### src/rtl/spi_ip_xfer_ctrl_if.sv
// spi_ip_xfer_ctrl_if
//   Bundles the transfer controller's register-side request, shift-register
//   strobes and divider hand-off signals.
//   Modports:
//     slave  - the controller (spi_ip_xfer_ctrl)
//     master - the environment driving it (register block / divider / bench)
//   Optional macro SPI_IP_XFER_CTRL_ABORT_EN adds xfc_abort_i / xfc_aborted_o.
interface spi_ip_xfer_ctrl_if #(
   parameter int PARAM_MAX_DIV   = 8,
   parameter int PARAM_LEN_WIDTH = 5
);
   localparam int DIV_W = (PARAM_MAX_DIV > 1) ? $clog2(PARAM_MAX_DIV) : 1;

   logic                       xfc_start_i;
   logic [PARAM_LEN_WIDTH-1:0] xfc_len_i;
   logic [DIV_W-1:0]           xfc_div_i;
   logic                       xfc_cpha_i;
   logic                       xfc_busy_o;
   logic                       xfc_done_o;
   logic                       xfc_cs_n_o;
   logic                       xfc_sck_en_o;
   logic                       xfc_shift_o;
   logic                       xfc_sample_o;
   logic                       clkd_enable_o;
   logic [DIV_W-1:0]           clkd_clk_div_o;
   logic                       clkd_time_base_i;
`ifdef SPI_IP_XFER_CTRL_ABORT_EN
   logic                       xfc_abort_i;
   logic                       xfc_aborted_o;

   modport slave (
      input  xfc_start_i, xfc_len_i, xfc_div_i, xfc_cpha_i, clkd_time_base_i, xfc_abort_i,
      output xfc_busy_o, xfc_done_o, xfc_cs_n_o, xfc_sck_en_o, xfc_shift_o, xfc_sample_o,
             clkd_enable_o, clkd_clk_div_o, xfc_aborted_o
   );
   modport master (
      output xfc_start_i, xfc_len_i, xfc_div_i, xfc_cpha_i, clkd_time_base_i, xfc_abort_i,
      input  xfc_busy_o, xfc_done_o, xfc_cs_n_o, xfc_sck_en_o, xfc_shift_o, xfc_sample_o,
             clkd_enable_o, clkd_clk_div_o, xfc_aborted_o
   );
`else
   modport slave (
      input  xfc_start_i, xfc_len_i, xfc_div_i, xfc_cpha_i, clkd_time_base_i,
      output xfc_busy_o, xfc_done_o, xfc_cs_n_o, xfc_sck_en_o, xfc_shift_o, xfc_sample_o,
             clkd_enable_o, clkd_clk_div_o
   );
   modport master (
      output xfc_start_i, xfc_len_i, xfc_div_i, xfc_cpha_i, clkd_time_base_i,
      input  xfc_busy_o, xfc_done_o, xfc_cs_n_o, xfc_sck_en_o, xfc_shift_o, xfc_sample_o,
             clkd_enable_o, clkd_clk_div_o
   );
`endif
endinterface

### src/rtl/spi_ip_xfer_ctrl.sv
// spi_ip_xfer_ctrl
//   SPI transfer sequencer in front of the spi_ip_clk_div divider. Loads the
//   divider select while the divider is disabled, enables it, frames CS with
//   PARAM_CS_SETUP SCK periods of lead/trail, and counts divider time-base
//   pulses to issue one-cycle shift/sample strobes for len+1 bits.
//   Ports:
//     xfc_clk_i    system clock (shared with the divider)
//     xfc_rst_n_i  asynchronous active-low reset
//     bus          spi_ip_xfer_ctrl_if.slave: start/len/div/cpha request,
//                  busy/done/cs_n/sck_en/shift/sample status and strobes,
//                  clkd_enable_o/clkd_clk_div_o/clkd_time_base_i divider link
//   Optional macro SPI_IP_XFER_CTRL_ABORT_EN: xfc_abort_i forces the active
//   transfer to DONE on the next cycle and flags it on xfc_aborted_o.
module spi_ip_xfer_ctrl #(
   parameter int PARAM_MAX_DIV   = 8,
   parameter int PARAM_LEN_WIDTH = 5,
   parameter int PARAM_CS_SETUP  = 1
) (
   input logic               xfc_clk_i,
   input logic               xfc_rst_n_i,
   spi_ip_xfer_ctrl_if.slave bus
);
   localparam int DIV_W  = (PARAM_MAX_DIV > 1) ? $clog2(PARAM_MAX_DIV) : 1;
   // Counter must reach 2*2^LEN_WIDTH and 2*CS_SETUP without wrapping.
   localparam int CW_LEN = PARAM_LEN_WIDTH + 2;
   localparam int CW_CS  = $clog2(2 * PARAM_CS_SETUP + 1);
   localparam int CW     = (CW_LEN > CW_CS) ? CW_LEN : CW_CS;
   localparam logic [CW-1:0] FRAME_LAST = CW'(2 * PARAM_CS_SETUP - 1);

   localparam logic [2:0] S_IDLE  = 3'd0;
   localparam logic [2:0] S_LEAD  = 3'd1;
   localparam logic [2:0] S_XFER  = 3'd2;
   localparam logic [2:0] S_TRAIL = 3'd3;
   localparam logic [2:0] S_DONE  = 3'd4;

   logic [2:0]                 state;
   logic [CW-1:0]              cnt;
   logic [PARAM_LEN_WIDTH-1:0] len_q;
   logic                       cpha_q;
   logic [DIV_W-1:0]           div_q;
   logic                       en_q;
   logic                       shift_q;
   logic                       sample_q;

   logic [CW-1:0] p;          // 1-based index of the current XFER pulse
   logic [CW-1:0] xfer_last;  // 2*(len+1)
   logic          p_odd;
   logic          p_final;
   logic          active;
   logic          abort_req;

   assign p         = cnt + CW'(1);
   assign xfer_last = (CW'(len_q) + CW'(1)) << 1;
   assign p_odd     = p[0];
   assign p_final   = (p == xfer_last);
   assign active    = (state == S_LEAD) || (state == S_XFER) || (state == S_TRAIL);

`ifdef SPI_IP_XFER_CTRL_ABORT_EN
   logic aborted_q;
   assign abort_req         = bus.xfc_abort_i & active;
   assign bus.xfc_aborted_o = aborted_q;

   always_ff @(posedge xfc_clk_i or negedge xfc_rst_n_i) begin
      if (!xfc_rst_n_i) aborted_q <= 1'b0;
      else              aborted_q <= abort_req;
   end
`else
   assign abort_req = 1'b0;
`endif

   always_ff @(posedge xfc_clk_i or negedge xfc_rst_n_i) begin
      if (!xfc_rst_n_i) begin
         state    <= S_IDLE;
         cnt      <= '0;
         len_q    <= '0;
         cpha_q   <= 1'b0;
         div_q    <= '0;
         en_q     <= 1'b0;
         shift_q  <= 1'b0;
         sample_q <= 1'b0;
      end else begin
         shift_q  <= 1'b0;
         sample_q <= 1'b0;
         if (abort_req) begin
            state <= S_DONE;
            en_q  <= 1'b0;
            cnt   <= '0;
         end else begin
            case (state)
               S_IDLE: begin
                  en_q <= 1'b0;
                  cnt  <= '0;
                  // Select is loaded here while en_q is still low; en_q only
                  // rises one cycle later from LEAD.
                  if (bus.xfc_start_i) begin
                     len_q  <= bus.xfc_len_i;
                     cpha_q <= bus.xfc_cpha_i;
                     div_q  <= bus.xfc_div_i;
                     state  <= S_LEAD;
                  end
               end
               S_LEAD: begin
                  en_q <= 1'b1;
                  if (bus.clkd_time_base_i) begin
                     if (cnt == FRAME_LAST) begin
                        cnt   <= '0;
                        state <= S_XFER;
                     end else begin
                        cnt <= cnt + CW'(1);
                     end
                  end
               end
               S_XFER: begin
                  if (bus.clkd_time_base_i) begin
                     if (cpha_q) begin
                        shift_q  <= p_odd;
                        sample_q <= !p_odd;
                     end else begin
                        sample_q <= p_odd;
                        shift_q  <= !p_odd && !p_final;
                     end
                     if (p_final) begin
                        cnt   <= '0;
                        state <= S_TRAIL;
                     end else begin
                        cnt <= p;
                     end
                  end
               end
               S_TRAIL: begin
                  if (bus.clkd_time_base_i) begin
                     if (cnt == FRAME_LAST) begin
                        cnt   <= '0;
                        en_q  <= 1'b0;
                        state <= S_DONE;
                     end else begin
                        cnt <= cnt + CW'(1);
                     end
                  end
               end
               S_DONE: begin
                  en_q  <= 1'b0;
                  state <= S_IDLE;
               end
               default: begin
                  en_q  <= 1'b0;
                  state <= S_IDLE;
               end
            endcase
         end
      end
   end

   assign bus.xfc_busy_o     = active;
   assign bus.xfc_done_o     = (state == S_DONE);
   assign bus.xfc_cs_n_o     = !active;
   assign bus.xfc_sck_en_o   = (state == S_XFER);
   assign bus.xfc_shift_o    = shift_q;
   assign bus.xfc_sample_o   = sample_q;
   assign bus.clkd_enable_o  = en_q;
   assign bus.clkd_clk_div_o = div_q;
endmodule

### src/flat_wrapper.sv
// flat-port wrapper written by rule: the top's interface ports become plain ports
module spi_ip_xfer_ctrl_flat 
#(
   parameter int PARAM_MAX_DIV   = 8,
   parameter int PARAM_LEN_WIDTH = 5,
   parameter int PARAM_CS_SETUP  = 1
)
  (xfc_clk_i, xfc_rst_n_i, bus_xfc_start_i, bus_xfc_len_i, bus_xfc_div_i, bus_xfc_cpha_i, bus_clkd_time_base_i, bus_xfc_busy_o, bus_xfc_done_o, bus_xfc_cs_n_o, bus_xfc_sck_en_o, bus_xfc_shift_o, bus_xfc_sample_o, bus_clkd_enable_o, bus_clkd_clk_div_o);
  spi_ip_xfer_ctrl_if #(.PARAM_MAX_DIV(PARAM_MAX_DIV), .PARAM_LEN_WIDTH(PARAM_LEN_WIDTH)) bus_i ();
  input logic xfc_clk_i;
  input logic xfc_rst_n_i;
  input wire logic [$bits(bus_i.xfc_start_i)-1:0] bus_xfc_start_i;
  input wire logic [$bits(bus_i.xfc_len_i)-1:0] bus_xfc_len_i;
  input wire logic [$bits(bus_i.xfc_div_i)-1:0] bus_xfc_div_i;
  input wire logic [$bits(bus_i.xfc_cpha_i)-1:0] bus_xfc_cpha_i;
  input wire logic [$bits(bus_i.clkd_time_base_i)-1:0] bus_clkd_time_base_i;
  output wire logic [$bits(bus_i.xfc_busy_o)-1:0] bus_xfc_busy_o;
  output wire logic [$bits(bus_i.xfc_done_o)-1:0] bus_xfc_done_o;
  output wire logic [$bits(bus_i.xfc_cs_n_o)-1:0] bus_xfc_cs_n_o;
  output wire logic [$bits(bus_i.xfc_sck_en_o)-1:0] bus_xfc_sck_en_o;
  output wire logic [$bits(bus_i.xfc_shift_o)-1:0] bus_xfc_shift_o;
  output wire logic [$bits(bus_i.xfc_sample_o)-1:0] bus_xfc_sample_o;
  output wire logic [$bits(bus_i.clkd_enable_o)-1:0] bus_clkd_enable_o;
  output wire logic [$bits(bus_i.clkd_clk_div_o)-1:0] bus_clkd_clk_div_o;
  assign bus_i.xfc_start_i = bus_xfc_start_i;
  assign bus_i.xfc_len_i = bus_xfc_len_i;
  assign bus_i.xfc_div_i = bus_xfc_div_i;
  assign bus_i.xfc_cpha_i = bus_xfc_cpha_i;
  assign bus_i.clkd_time_base_i = bus_clkd_time_base_i;
  assign bus_xfc_busy_o = bus_i.xfc_busy_o;
  assign bus_xfc_done_o = bus_i.xfc_done_o;
  assign bus_xfc_cs_n_o = bus_i.xfc_cs_n_o;
  assign bus_xfc_sck_en_o = bus_i.xfc_sck_en_o;
  assign bus_xfc_shift_o = bus_i.xfc_shift_o;
  assign bus_xfc_sample_o = bus_i.xfc_sample_o;
  assign bus_clkd_enable_o = bus_i.clkd_enable_o;
  assign bus_clkd_clk_div_o = bus_i.clkd_clk_div_o;
  spi_ip_xfer_ctrl #(.PARAM_MAX_DIV(PARAM_MAX_DIV), .PARAM_LEN_WIDTH(PARAM_LEN_WIDTH), .PARAM_CS_SETUP(PARAM_CS_SETUP)) u_core (.xfc_clk_i(xfc_clk_i), .xfc_rst_n_i(xfc_rst_n_i), .bus(bus_i));
endmodule
### config.mk
export PLATFORM = sky130hd
export DESIGN_NAME = spi_ip_xfer_ctrl_flat
export DESIGN_NICKNAME = d
export VERILOG_FILES = /design/src/rtl/spi_ip_xfer_ctrl_if.sv /design/src/rtl/spi_ip_xfer_ctrl.sv /design/src/flat_wrapper.sv
export SDC_FILE = /design/constraint.sdc
export NUM_CORES = 1
export LEC_CHECK = 0
export BUFFER_PORTS_ARGS = -buffer_cell sky130_fd_sc_hd__buf_2
export CAP_MARGIN = 25
export CORE_ASPECT_RATIO = 1.4
export CORE_MARGIN = 5
export CORE_UTILIZATION = 35
export DETAILED_ROUTE_END_ITERATION = 7
export MAX_ROUTING_LAYER = met4
export PLACE_DENSITY = 0.51
export SYNTH_ARGS = -nofsm -noshare
export SYNTH_HDL_FRONTEND = slang
export SYNTH_SLANG_ARGS = --single-unit
### constraint.sdc
create_clock -name xfc_clk_i -period 3.8 [get_ports xfc_clk_i]
set_clock_uncertainty 0.1 [all_clocks]
set_input_delay 0.38 -clock xfc_clk_i [delete_from_list [all_inputs] [get_ports xfc_clk_i]]
set_output_delay 0.38 -clock xfc_clk_i [all_outputs]
set_load 0.02 [all_outputs]
; Word-level counts from Yosys, hierarchy flattened
; Cells that the tools add are included.
[word_totals]
ff_bits = 22
input_bits = 13
out_inout_bits = 10
elab_cells = 60
[classes]
add_sub_neg = 2
n_eq_ne = 14
muxes = 22
bitwise = 1
reduce_logical = 13
[ops]
columns = op, n
row1 = 2-to-1 mux 7 bit, 4
row2 = 2-to-1 mux 3 bit, 7
row3 = case mux 7 bit (3 select lines), 1
row4 = "inequality test 2 bit, second input constant", 6
row5 = case mux 3 bit (4 select lines), 1
row6 = 2-to-1 mux 1 bit, 8
row7 = "adder 7 x 1 -> 7 bit, second input constant", 1
row8 = "== test 7 x 1 -> 1 bit, second input constant", 1
row9 = == test 7 bit, 1
row10 = AND reduction 7 bit, 1
row11 = "adder 5 x 1 -> 6 bit, second input constant", 1
row12 = "== test 3 x 2 -> 1 bit, second input constant", 2
row13 = AND reduction 3 bit, 2
row14 = "inequality test 2 x 1 -> 1 bit, second input constant", 2
row15 = "== test 3 x 1 -> 1 bit, second input constant", 1
row16 = "== test 3 bit, second input constant", 1
row17 = zero test 1 bit, 3
row18 = zero test 3 bit, 1
row19 = case mux 1 bit (3 select lines), 1
row20 = nonzero test 3 bit, 1
row21 = logical OR 1 bit, 2
row22 = AND reduction 2 bit, 1
row23 = OR reduction 2 bit, 1
row24 = logical AND 1 bit, 1
row25 = NOT 1 bit, 1

; Depth between registers and ports, before layout
; Gate-level depths: netlist of the first run.
[logic_depth]
word_depth = 7
ltp_mapped = 8
ltp_nobuf = 8

; Worst setup path after synthesis of the first run
; No wires, ideal clock.
[synth_path]
path_type = flip-flop to flip-flop
from = register u_core.cnt[0]
to = register u_core.cnt[3]
setup_ps = 134
arrival_time_ps = 1832
t_required_ps = 3566
slack_ps = 1735
path_stages_with_launch = 9
path_buffers = 0
period_less_slack_ps = 2065
cell_sequence = dfrtp_1 > ha_1 > nand3_1 > xor2_1 > xnor2_1 > nor4_2 > a21oi_2 > o21ai_0 > o211ai_1
[synth_via]
elab_chain_len = 5
word_cells_on_any_way = 8
classes_between = add/sub (1) / eq/ne (2) / mux (5)
[synth_rtl]
columns = element, line_no
row1 = "start, declared", spi_ip_xfer_ctrl.sv:37  ; logic [CW-1:0] cnt;
row2 = "start signal, assigned", spi_ip_xfer_ctrl.sv:109  ; cnt <= cnt + CW'(1);
row3 = "start signal, assigned", spi_ip_xfer_ctrl.sv:126  ; cnt <= p;
row4 = "start signal, assigned", spi_ip_xfer_ctrl.sv:137  ; cnt <= cnt + CW'(1);
row5 = adder 7 x 1 -> 7 bit, "spi_ip_xfer_ctrl.sv:52, spi_ip_xfer_ctrl.sv:109, spi_ip_xfer_ctrl.sv:137"
row6 = == test 7 bit, spi_ip_xfer_ctrl.sv:55  ; assign p_final = (p == xfer_last);
row7 = 2-to-1 mux 7 bit, spi_ip_xfer_ctrl.sv:122  ; if (p_final) begin
row8 = 2-to-1 mux 7 bit, spi_ip_xfer_ctrl.sv:114  ; if (bus.clkd_time_base_i) begin
row9 = case mux 7 bit (3 select lines) (*), spi_ip_xfer_ctrl.sv:89  ; case (state)
; Mark *: on every way between the ends. The rest lies on a longest branch, timed or not. The select of a mux whose other input is x is not followed.
; A chain may end at the register's enable or synchronous reset.

; Final worst setup path of the first run
[layout_path]
from = register u_core.cnt[0]
to = register u_core.cnt[6]
; The elaborated chain is that of the path after synthesis.

==> results.yml, run 1 <==
status:
  run_status: "finished clean"
detailed_routing:
  top_layer_used: "met4"
  drc: 0
  met2_length_um: 1441
  num_vias: 926
  detail_route.wirelength_um: 2739
  met3RoutedLength_um: 133
  drt-vias-per-instance: 5.033
  detail-route-antenna-nets: 0
  wire_per_inst_um: 14.89
  drtPass1Iterations: 4
  drt_iter0_markers: 41
  route.layer.met1.wl_um: 1061
logic_synthesis:
  synthTopCellsByArea: "dfrtp_1 44%, mux2_2 8.1%, xnor2_1 5.6%"
  yosys.cell_types.count: 35
  synth_top_cells_by_count: "22 x dfrtp_1, 13 x nand2_1, 10 x nor2_1, 9 x mux2_2, 8 x xnor2_1"
  synth_top_cell_by_area: "dfrtp_1"
  mappedNetlistNets: 136
  postSynth.asyncResetShare: 1.000
  synth-edff-count: 0
  syn_area_per_cell_um2: 10.36
  synth-seq-area-share: 0.4427
  synth.top_cell.area_share: 0.4427
  synthesis.yosys.warnings: 0
  dominantRegCellSynth: "dfrtp_1"
  synth-seq-cells: 22
  synth_cells: 120
  netlist_area_before_placement_mm2: 0.001244
  synthMostInstantiatedCell: "dfrtp_1"
final_layout:
  design_area_mm2: 0.001453
  num-fill-cells: 351
  finish.net_count: 161
  drive_above_1_share: 0.3056
  layout.cells.non_filler: 184
  area_growth_pct: 16.80
  n_antenna_cell: 0
setup_path:
  cp-start-kind: "register"
  path_buf_inv: 0
  worst-r2r-setup-slack_ps: 1430
  critical_path_arrival_ps: 2410
  worstSetupPathType: "register to register"
  crit_family: "flip-flops"
  worstPathCellList: "ha_1, nand3_1, xor2_1, xnor2_1, nor4_2, a21oi_2, o21ai_0, o211ai_1"
  cp-end-kind: "register"
  critPathSlowestCell: "dfrtp_1"
  crit_path_start: "u_core.cnt[0]"
  reg2reg_from: "u_core.cnt[0]"
  critical_path_peak_fanout: 8
  worst_path_largest_cell_delay_ps: 540
  worst_ep_required_time_ps: 3840
die:
  die_area_mm2: 0.004862
  floorplan.initialDensity: 0.3648
  placeableCoreArea_mm2: 0.003410
  floorplan.die.height_um: 80.53
  std_cell_rows: 25
  io_pins: 23
  die_width_um: 60.38
pwr:
  total_leakage_power_uw: 0.0006661
  report.power.total_uw: 1091
  powerDensity_mw_per_mm2: 751.2
  ir_drop_v: 0.0003191
cts:
  clk_path_buf_depth: 2
  cts_root_buffer: "clkbuf_8"
  htree_num_levels: 1
  clkLatencyLatePin_ps: 260
  numClockSinks: 22
  ctsResizeCount: 0
  numCtsBuffers: 3
  clkTransAtPathRegs_ps: 80
  cts_tree: "built"
global_routing:
  grt_first_pass_wirelength_um: 4450
  grt_start_max_net_pins: 23
  overflow_left_after_global_routing: 0
  grt_antenna_before_repair: 0
  total_track_usage: 0.1294
  via_count_of_the_first_global_routing_pass: 955
place:
  placed_cell_area_mm2: 0.001380
  numPlacedInstances: 178
  dp.final_hpwl_um: 2123
  gpl.final_weighted_congestion: 0.8603
  place.port_buffers: 22
  detailedPlace.worstSlack_ps: 1466
timing:
  maxSlewHeadroom: 0.5078
  grt_setup_unrepaired: "no"
  clock.fmax_mhz: 422.0
  finalHoldViolations: 0
  finalCritPeriodShare: 0.6236
  setup-tns-final_ps: 0
  max_slew.worst_pin.slew_ps: 732.7
  setup_viol: 0
  setup_ws_ps: 1430
  report.final.slew_viol_count: 0
  layout_min_cycle_time_ps: 2370
worst_hold_path:
  timing.hold.worst.class: "input pin to register"
  min_from: "bus_xfc_len_i[4]"
job:
  max_cap_violations: 0
## power by group
part | total [µW] | internal, µW | switching, µW
Clock | 168 | 92.4 | 76.0
Sequential | 420 | 319 | 101
Combinational | 503 | 231 | 272
Total | 1090 | 643 | 448
## worst paths after layout
kind	cells past startpoint	end
worst max register to register	8	u_core.cnt[6]
worst min register to register	1	u_core.bus.clkd_clk_div_o[1]
min in group asynchronous	2	u_core.cnt[5]
max in group asynchronous	2	u_core.bus.clkd_clk_div_o[1]
worst min-delay path	2	u_core.len_q[4]
worst max-delay path	8	u_core.cnt[6]
## routing by layer
layer,GRT usage,up-vias
met5,-,-
met2,0.2186,30
met1,0.1376,430
met3,0.02412,9
met4,0.07317,0
li1,-,457
## cells in the final DEF, fill, tap and decap left out
| cell type | instances |
|---|---|
| a21oi_1 | 3 |
| a21oi_2 | 1 |
| a311oi_1 | 1 |
| and2_1 | 2 |
| and2b_1 | 1 |
| and3_4 | 1 |
| buf_2 | 22 |
| buf_4 | 1 |
| clkbuf_8 | 4 |
| dfrtp_1 | 22 |
| dlygate4sd3_1 | 1 |
| ha_1 | 3 |
| inv_1 | 4 |
| mux2_2 | 9 |
| nand2_1 | 13 |
| nand2b_1 | 3 |
| nand3_1 | 6 |
| nand3_2 | 1 |
| nand3_4 | 1 |
| nand4_1 | 1 |
| nor2_1 | 10 |
| nor2_4 | 1 |
| nor2b_1 | 1 |
| nor3_1 | 2 |
| nor4_2 | 1 |
| nor4b_2 | 1 |
| o211ai_1 | 3 |
| o21ai_0 | 3 |
| o21ai_1 | 2 |
| o21bai_1 | 1 |
| o22a_1 | 1 |
| o22ai_1 | 1 |
| or4b_1 | 1 |
| xnor2_1 | 8 |
| xnor2_2 | 1 |
| xor2_1 | 7 |
## cell type report
class	count	area (µm²)	share of cell area
well taps	40	50.05	0.03445
multi-input cells	90	654.4	0.4505
inverters	4	15.01	0.01034
repair buffers	24	127.6	0.08786
flip-flops and latches	22	550.5	0.3790
clock buffers	4	55.05	0.03790
## kinds of logic (layout without fill, tap and decap cells)
logic type | count (synthesis) | after routing | synth area share
and+or+nand+nor | 46 | 46 | 0.2133
DFF | 22 | 22 | 0.4427
AOI/OAI and AO/OA | 16 | 16 | 0.08250
xor gates and xnor gates | 16 | 16 | 0.1187
muxes | 9 | 9 | 0.08149
buffers and inverters | 8 | 32 | 0.03117
adders and majority gates | 3 | 3 | 0.03018
## worst register-to-register path, stage by stage (launching register included)
cell,delay (ps)
dfrtp_1,540
ha_1,340
nand3_1,130
xor2_1,240
xnor2_1,120
nor4_2,300
a21oi_2,180
o21ai_0,210
o211ai_1,110
## flip-flops by register name (all words and copies together), names as in the netlist
signal / cells
u_core.bus.xfc_sample_o: 1
u_core.state: 3
u_core.bus.xfc_shift_o: 1
u_core.cnt: 7
u_core.len_q: 5
u_core.bus.clkd_enable_o: 1
u_core.bus.clkd_clk_div_o: 3
u_core.cpha_q: 1
## metrics by stage
| stage | util | hold WS, ps |
|---|---|---|
| after floorplan | - | -15.59 |
| after global placement | 0.4048 | 276.2 |
| after detailed placement | 0.4048 | 283.2 |
| after CTS | 0.4239 | 235.9 |
| after global routing | 0.4261 | 226.7 |
| final | 0.4261 | 240.8 |
## what timing repair did
action,in CTS,in global routing
hold endpoints to repair,22,0
buffers inserted,0,0
hold buffers,1,0
No activity file was read; power rests on OpenSTA's default activity.
==> run 2: changes to the inputs <==
--- a/config.mk
+++ b/config.mk
@@ -12,7 +12,7 @@
 export CORE_UTILIZATION = 35
 export DETAILED_ROUTE_END_ITERATION = 7
 export MAX_ROUTING_LAYER = met4
-export PLACE_DENSITY = 0.51
+export PLACE_DENSITY = 0.53
 export SYNTH_ARGS = -nofsm -noshare
 export SYNTH_HDL_FRONTEND = slang
 export SYNTH_SLANG_ARGS = --single-unit
==> constraint.sdc (replaced) <==
create_clock -name xfc_clk_i -period 1.9 [get_ports xfc_clk_i]
set_clock_uncertainty 0.1 [all_clocks]
set_input_delay 0.19 -clock xfc_clk_i [delete_from_list [all_inputs] [get_ports xfc_clk_i]]
set_output_delay 0.19 -clock xfc_clk_i [all_outputs]
set_load 0.02 [all_outputs]
==> results.yml, run 2 (synthesis gave the netlist of run 1 again) <==
place:
  gpl.final_weighted_congestion: 0.8294
  placed_cell_area_mm2: 0.001535
  place.port_buffers: 22
  dp.final_hpwl_um: 2263
  numPlacedInstances: 195
pwr:
  ir_drop_v: 0.0009231
  total_leakage_power_uw: 0.0008039
  powerDensity_mw_per_mm2: 1547
final_layout:
  n_antenna_cell: 0
  layout.cells.non_filler: 205
  area_growth_pct: 43.26
  utilization: 0.5226
  mostFrequentLayoutCells: "22 x buf_2, 21 x buf_4, 20 x dfrtp_1"
  mostFrequentLayoutCell: "buf_2"
  flip_flop_count_of_the_largest_register_all_copies_and_words_added: 7
  reg_top3: "u_core.cnt x7, u_core.len_q x5"
  top_register: "u_core.cnt"
  finish.net_count: 182
  drive_above_1_share: 0.5212
  design_area_mm2: 0.001782
detailed_routing:
  detail-route-antenna-nets: 0
  drt_iter0_markers: 39
  drc: 0
  num_vias: 1055
  drt-vias-per-instance: 5.146
  drtPass1Iterations: 4
  detail_route.wirelength_um: 3112
  wire_per_inst_um: 15.18
setup_path:
  cp-end-kind: "register"
  path_buf_inv: 1
  worstPathCellList: "buf_12, ha_4, xnor2_2, nand3_1, nor4_4, a21oi_4, nor2_4, o211ai_1"
  critical_path_peak_fanout: 6
  crit_family: "simple AND/OR/NAND/NOR gates"
  critPathSlowestCell: "dfrtp_2"
  ff2ff_path_depth: 8
  reg2reg_from: "u_core.cnt[0]"
  worstSetupPathType: "register to register"
  cp-start-kind: "register"
  worst_ep_required_time_ps: 1950
  critical_path_arrival_ps: 2160
  regToRegEndpoint: "u_core.cnt[6]"
  worst-r2r-setup-slack_ps: -210
  worst_path_largest_cell_delay_ps: 470
timing:
  max_slew.worst_pin.slew_ps: 625.0
  layout_min_cycle_time_ps: 2109
  report.final.slew_viol_count: 0
  finalCritPeriodShare: 1.110
  worst_hold_slack_ps: 49.73
  clock.fmax_mhz: 474.1
  finalHoldViolations: 0
  setup_viol: 9
  setup-tns-final_ps: -1498
  setup_ws_ps: -209.4
  maxSlewHeadroom: 0.5811
  grt_setup_unrepaired: "yes"
worst_hold_path:
  min_from: "bus_xfc_len_i[4]"
  hold_end: "u_core.len_q[4]"
  holdPathStages: 2
  timing.hold.worst.class: "input pin to register"
job:
  max_cap_violations: 0
global_routing:
  grt_first_pass_wirelength_um: 5092
  grt_antenna_before_repair: 0
  grt_start_max_net_pins: 23
  overflow_left_after_global_routing: 0
  via_count_of_the_first_global_routing_pass: 1108
  total_track_usage: 0.1445
cts:
  htree_num_levels: 1
  clkTransAtPathRegs_ps: 80
  clkLatencyLatePin_ps: 260
  cts_tree: "built"
  cts_root_buffer: "clkbuf_8"
  numCtsBuffers: 3
  numClockSinks: 22
  clk_path_buf_depth: 2
die:
  io_pins: 23
  floorplan.initialDensity: 0.3648
  placeableCoreArea_mm2: 0.003410
  die_area_mm2: 0.004862
  die_width_um: 60.38
  std_cell_rows: 25
  floorplan.die.height_um: 80.53
status:
  failing_checks: "setup timing"
  run_status: "finished with violations"
## run 2: layout make-up
cell class	count	area [µm²]
Multi-Input combinational cell	90	794.5
Sequential cell	22	553.0
Clock inverter	1	30.03
Tap cell	40	50.05
Fill cell	313	1628
Timing Repair Buffer	45	297.8
Clock buffer	3	41.29
Inverter	4	15.01
## run 2: worst register-to-register path, stage by stage (launching register included)
cell,delay [ps]
dfrtp_2,470
buf_12,150
ha_4,240
xnor2_2,140
nand3_1,140
nor4_4,320
a21oi_4,160
nor2_4,160
o211ai_1,110
## run 2: stage by stage
step | setup WS, ps | power [µW]
6_report | -209.4 | 2756
5_1_grt | -345.4 | 2962
4_1_cts | -143.1 | 2643
3_5_place_dp | -287.3 | 2046
3_3_place_gp | -167.1 | 2014
2_1_floorplan | -67.61 | 1646
## run 2: how the worst max path moves through the flow
stage	end	start	depth (start not counted)	slack [ps]
2_1_floorplan	u_core.cnt[3]	u_core.cnt[0]	8	-70
3_3_place_gp	u_core.cnt[2]	u_core.cnt[1]	8	-170
3_5_place_dp	u_core.cnt[5]	u_core.cnt[1]	8	-290
4_1_cts	u_core.cnt[5]	u_core.len_q[1]	8	-140
5_1_grt	u_core.cnt[4]	u_core.cnt[0]	8	-350
6_report	u_core.cnt[6]	u_core.cnt[0]	8	-210
## run 2: where the power goes
part	switching (µW)	total, µW	leakage [µW]	internal [µW]
clock	157	439	0.0000357	282
combinational	731	1480	0.000494	748
sequential	196	838	0.000275	642
total	1080	2760	0.000804	1670
## run 2: repair_timing
item                                    CTS  global route
hold buffers                              1             0
resized for setup                        11            10
buffers inserted                          2             3
hold endpoints to repair                 22             0
endpoints found under the setup margin   12            11
pin swaps                                11            14
## run 2: layer usage
layer	wire length (µm)	track usage	vias up	part of all wire
li1	-	-	498	-
met1	1142	0.1480	518	0.37
met2	1763	0.2565	33	0.57
met3	139	0.02090	6	0.045
met4	68	0.07761	0	0.022
met5	0	-	-	0
==> run 3: changes to the inputs <==
--- a/config.mk
+++ b/config.mk
@@ -6,13 +6,13 @@
 export NUM_CORES = 1
 export LEC_CHECK = 0
 export BUFFER_PORTS_ARGS = -buffer_cell sky130_fd_sc_hd__buf_2
-export CAP_MARGIN = 25
 export CORE_ASPECT_RATIO = 1.4
 export CORE_MARGIN = 5
 export CORE_UTILIZATION = 35
 export DETAILED_ROUTE_END_ITERATION = 7
 export MAX_ROUTING_LAYER = met4
 export PLACE_DENSITY = 0.53
+export RECOVER_POWER = 50
 export SYNTH_ARGS = -nofsm -noshare
 export SYNTH_HDL_FRONTEND = slang
 export SYNTH_SLANG_ARGS = --single-unit
==> results.yml, run 3 (synthesis gave the netlist of run 1 again) <==
status:
  run_status: "finished with violations"
  failing_checks: "setup timing"
cts:
  numClockSinks: 22
  cts_tree: "built"
  numCtsBuffers: 3
  clkTransAtPathRegs_ps: 80
  cts_root_buffer: "clkbuf_8"
  clk_path_buf_depth: 2
  htree_num_levels: 1
  clkLatencyLatePin_ps: 260
detailed_routing:
  drtPass1Iterations: 4
  detail-route-antenna-nets: 0
  detail_route.wirelength_um: 3114
  wire_per_inst_um: 15.19
  drc: 0
  drt-vias-per-instance: 5.137
  drt_iter0_markers: 39
  num_vias: 1053
timing:
  finalCritPeriodShare: 1.112
  layout_min_cycle_time_ps: 2113
  report.final.slew_viol_count: 0
  finalHoldViolations: 0
  maxSlewHeadroom: 0.2237
  setup_viol: 9
  setup_ws_ps: -212.6
  clock.fmax_mhz: 473.4
  grt_setup_unrepaired: "yes"
  max_slew.worst_pin.slew_ps: 1164
pwr:
  total_leakage_power_uw: 0.0008012
  powerDensity_mw_per_mm2: 1548
  swShare: 0.3933
  power.combinational.fraction: 0.537
  clock_power_share: 0.159
  seq_power_share: 0.304
  ir_drop_v: 0.0009230
  int_power_uw: 1672
  switchingPower_uw: 1084
setup_path:
  regToRegEndpoint: "u_core.cnt[6]"
  critical_path_peak_fanout: 6
  reg2reg_from: "u_core.cnt[0]"
  critical_path_arrival_ps: 2160
  worst_ep_required_time_ps: 1950
  ff2ff_path_depth: 8
  timing.critical_path.to: "u_core.cnt[6]"
  worst-r2r-setup-slack_ps: -210
  crit_path_start: "u_core.cnt[0]"
  worstSetupPathType: "register to register"
  cp-end-kind: "register"
  cp-start-kind: "register"
die:
  die_area_mm2: 0.004862
  io_pins: 23
  die_width_um: 60.38
  floorplan.die.height_um: 80.53
  std_cell_rows: 25
  floorplan.initialDensity: 0.3648
  placeableCoreArea_mm2: 0.003410
global_routing:
  overflow_left_after_global_routing: 0
  via_count_of_the_first_global_routing_pass: 1108
  grt_antenna_before_repair: 0
  grt_start_max_net_pins: 23
  total_track_usage: 0.1445
  grt_first_pass_wirelength_um: 5092
final_layout:
  design_area_mm2: 0.001780
  layout.cells.non_filler: 205
  utilization: 0.5222
  finish.net_count: 182
  num-fill-cells: 314
  drive_above_1_share: 0.5152
  reg_top3: "u_core.cnt x7, u_core.len_q x5"
  area_growth_pct: 43.16
  mostFrequentLayoutCells: "21 x buf_2, 21 x buf_4, 20 x dfrtp_1"
  n_antenna_cell: 0
  flip_flop_count_of_the_largest_register_all_copies_and_words_added: 7
  top_register: "u_core.cnt"
worst_hold_path:
  holdPathStages: 2
  timing.hold.worst.class: "input pin to register"
place:
  placed_cell_area_mm2: 0.001535
  dp.final_hpwl_um: 2263
  numPlacedInstances: 195
  place.port_buffers: 22
  gpl.final_weighted_congestion: 0.8294
job:
  max_cap_violations: 0
run 3: changes by cell type in the layout (fill, tap and decap cells not counted), sizes merged:
cell    change
buf         -1
clkbuf      +1
run 3: worst max-delay path, cell delays in order, from the launching register on:
cell	delay, ps
dfrtp_2	470
buf_12	140
ha_4	240
xnor2_2	140
nand3_1	140
nor4_4	320
a21oi_4	160
nor2_4	170
o211ai_1	110
run 3: power groups by stage:
stage	logic, µW	clock network (µW)	registers (µW)
2_1_floorplan	796	0	850
3_3_place_gp	1190	0	826
3_5_place_dp	1210	0	837
4_1_cts	1370	451	827
5_1_grt	1620	471	869
6_report	1480	439	837
run 3: how the worst min path moves through the flow:
stage | startpoint | to | slack [ps]
final | bus_xfc_len_i[4] | u_core.len_q[4] | 50
after global routing | bus_xfc_len_i[3] | u_core.len_q[3] | 50
after CTS | bus_xfc_len_i[4] | u_core.len_q[4] | 50
after detailed placement | xfc_rst_n_i | u_core.state[1] | 90
after global placement | xfc_rst_n_i | u_core.state[2] | 90
after floorplan | xfc_rst_n_i | u_core.bus.clkd_clk_div_o[0] | -210
run 3: per-stage QoR:
step           worst slack (ps)  total power (µW)  setup TNS, ps  hold WS (ps)
2_1_floorplan            -67.61              1646         -276.8        -205.6
3_3_place_gp             -167.1              2014          -1344         87.32
3_5_place_dp             -287.3              2046          -2095         86.78
4_1_cts                  -143.1              2643         -937.8         45.48
5_1_grt                  -345.4              2961          -2761         48.75
6_report                 -212.6              2755          -1506         49.73
run 3: timing repair:
action | CTS | global route
setup buffers | 2 | 3
gates cloned | 0 | 0
gates resized for setup | 11 | 10
endpoints found under the setup margin | 12 | 11
hold endpoints to repair | 22 | 0
pin swaps | 11 | 14
hold buffers | 1 | 0
run 3: cell type report:
class / instances / area (µm²) / share of cell area
inverter: 4 / 15.01 / 0.008433
clock buffer: 3 / 41.29 / 0.02319
timing repair buffer: 45 / 296.5 / 0.1665
sequential: 22 / 553.0 / 0.3106
clock inverter: 1 / 30.03 / 0.01687
tap: 40 / 50.05 / 0.02811
multi-input combinational: 90 / 794.5 / 0.4462
run 3: metal layers:
metal  vias up  share of wire  GRT usage
met1       514           0.36     0.1480
met2        35           0.57     0.2565
met5         -              0          -
met3         6          0.046    0.02090
met4         0          0.022    0.07761
li1        498              -          -
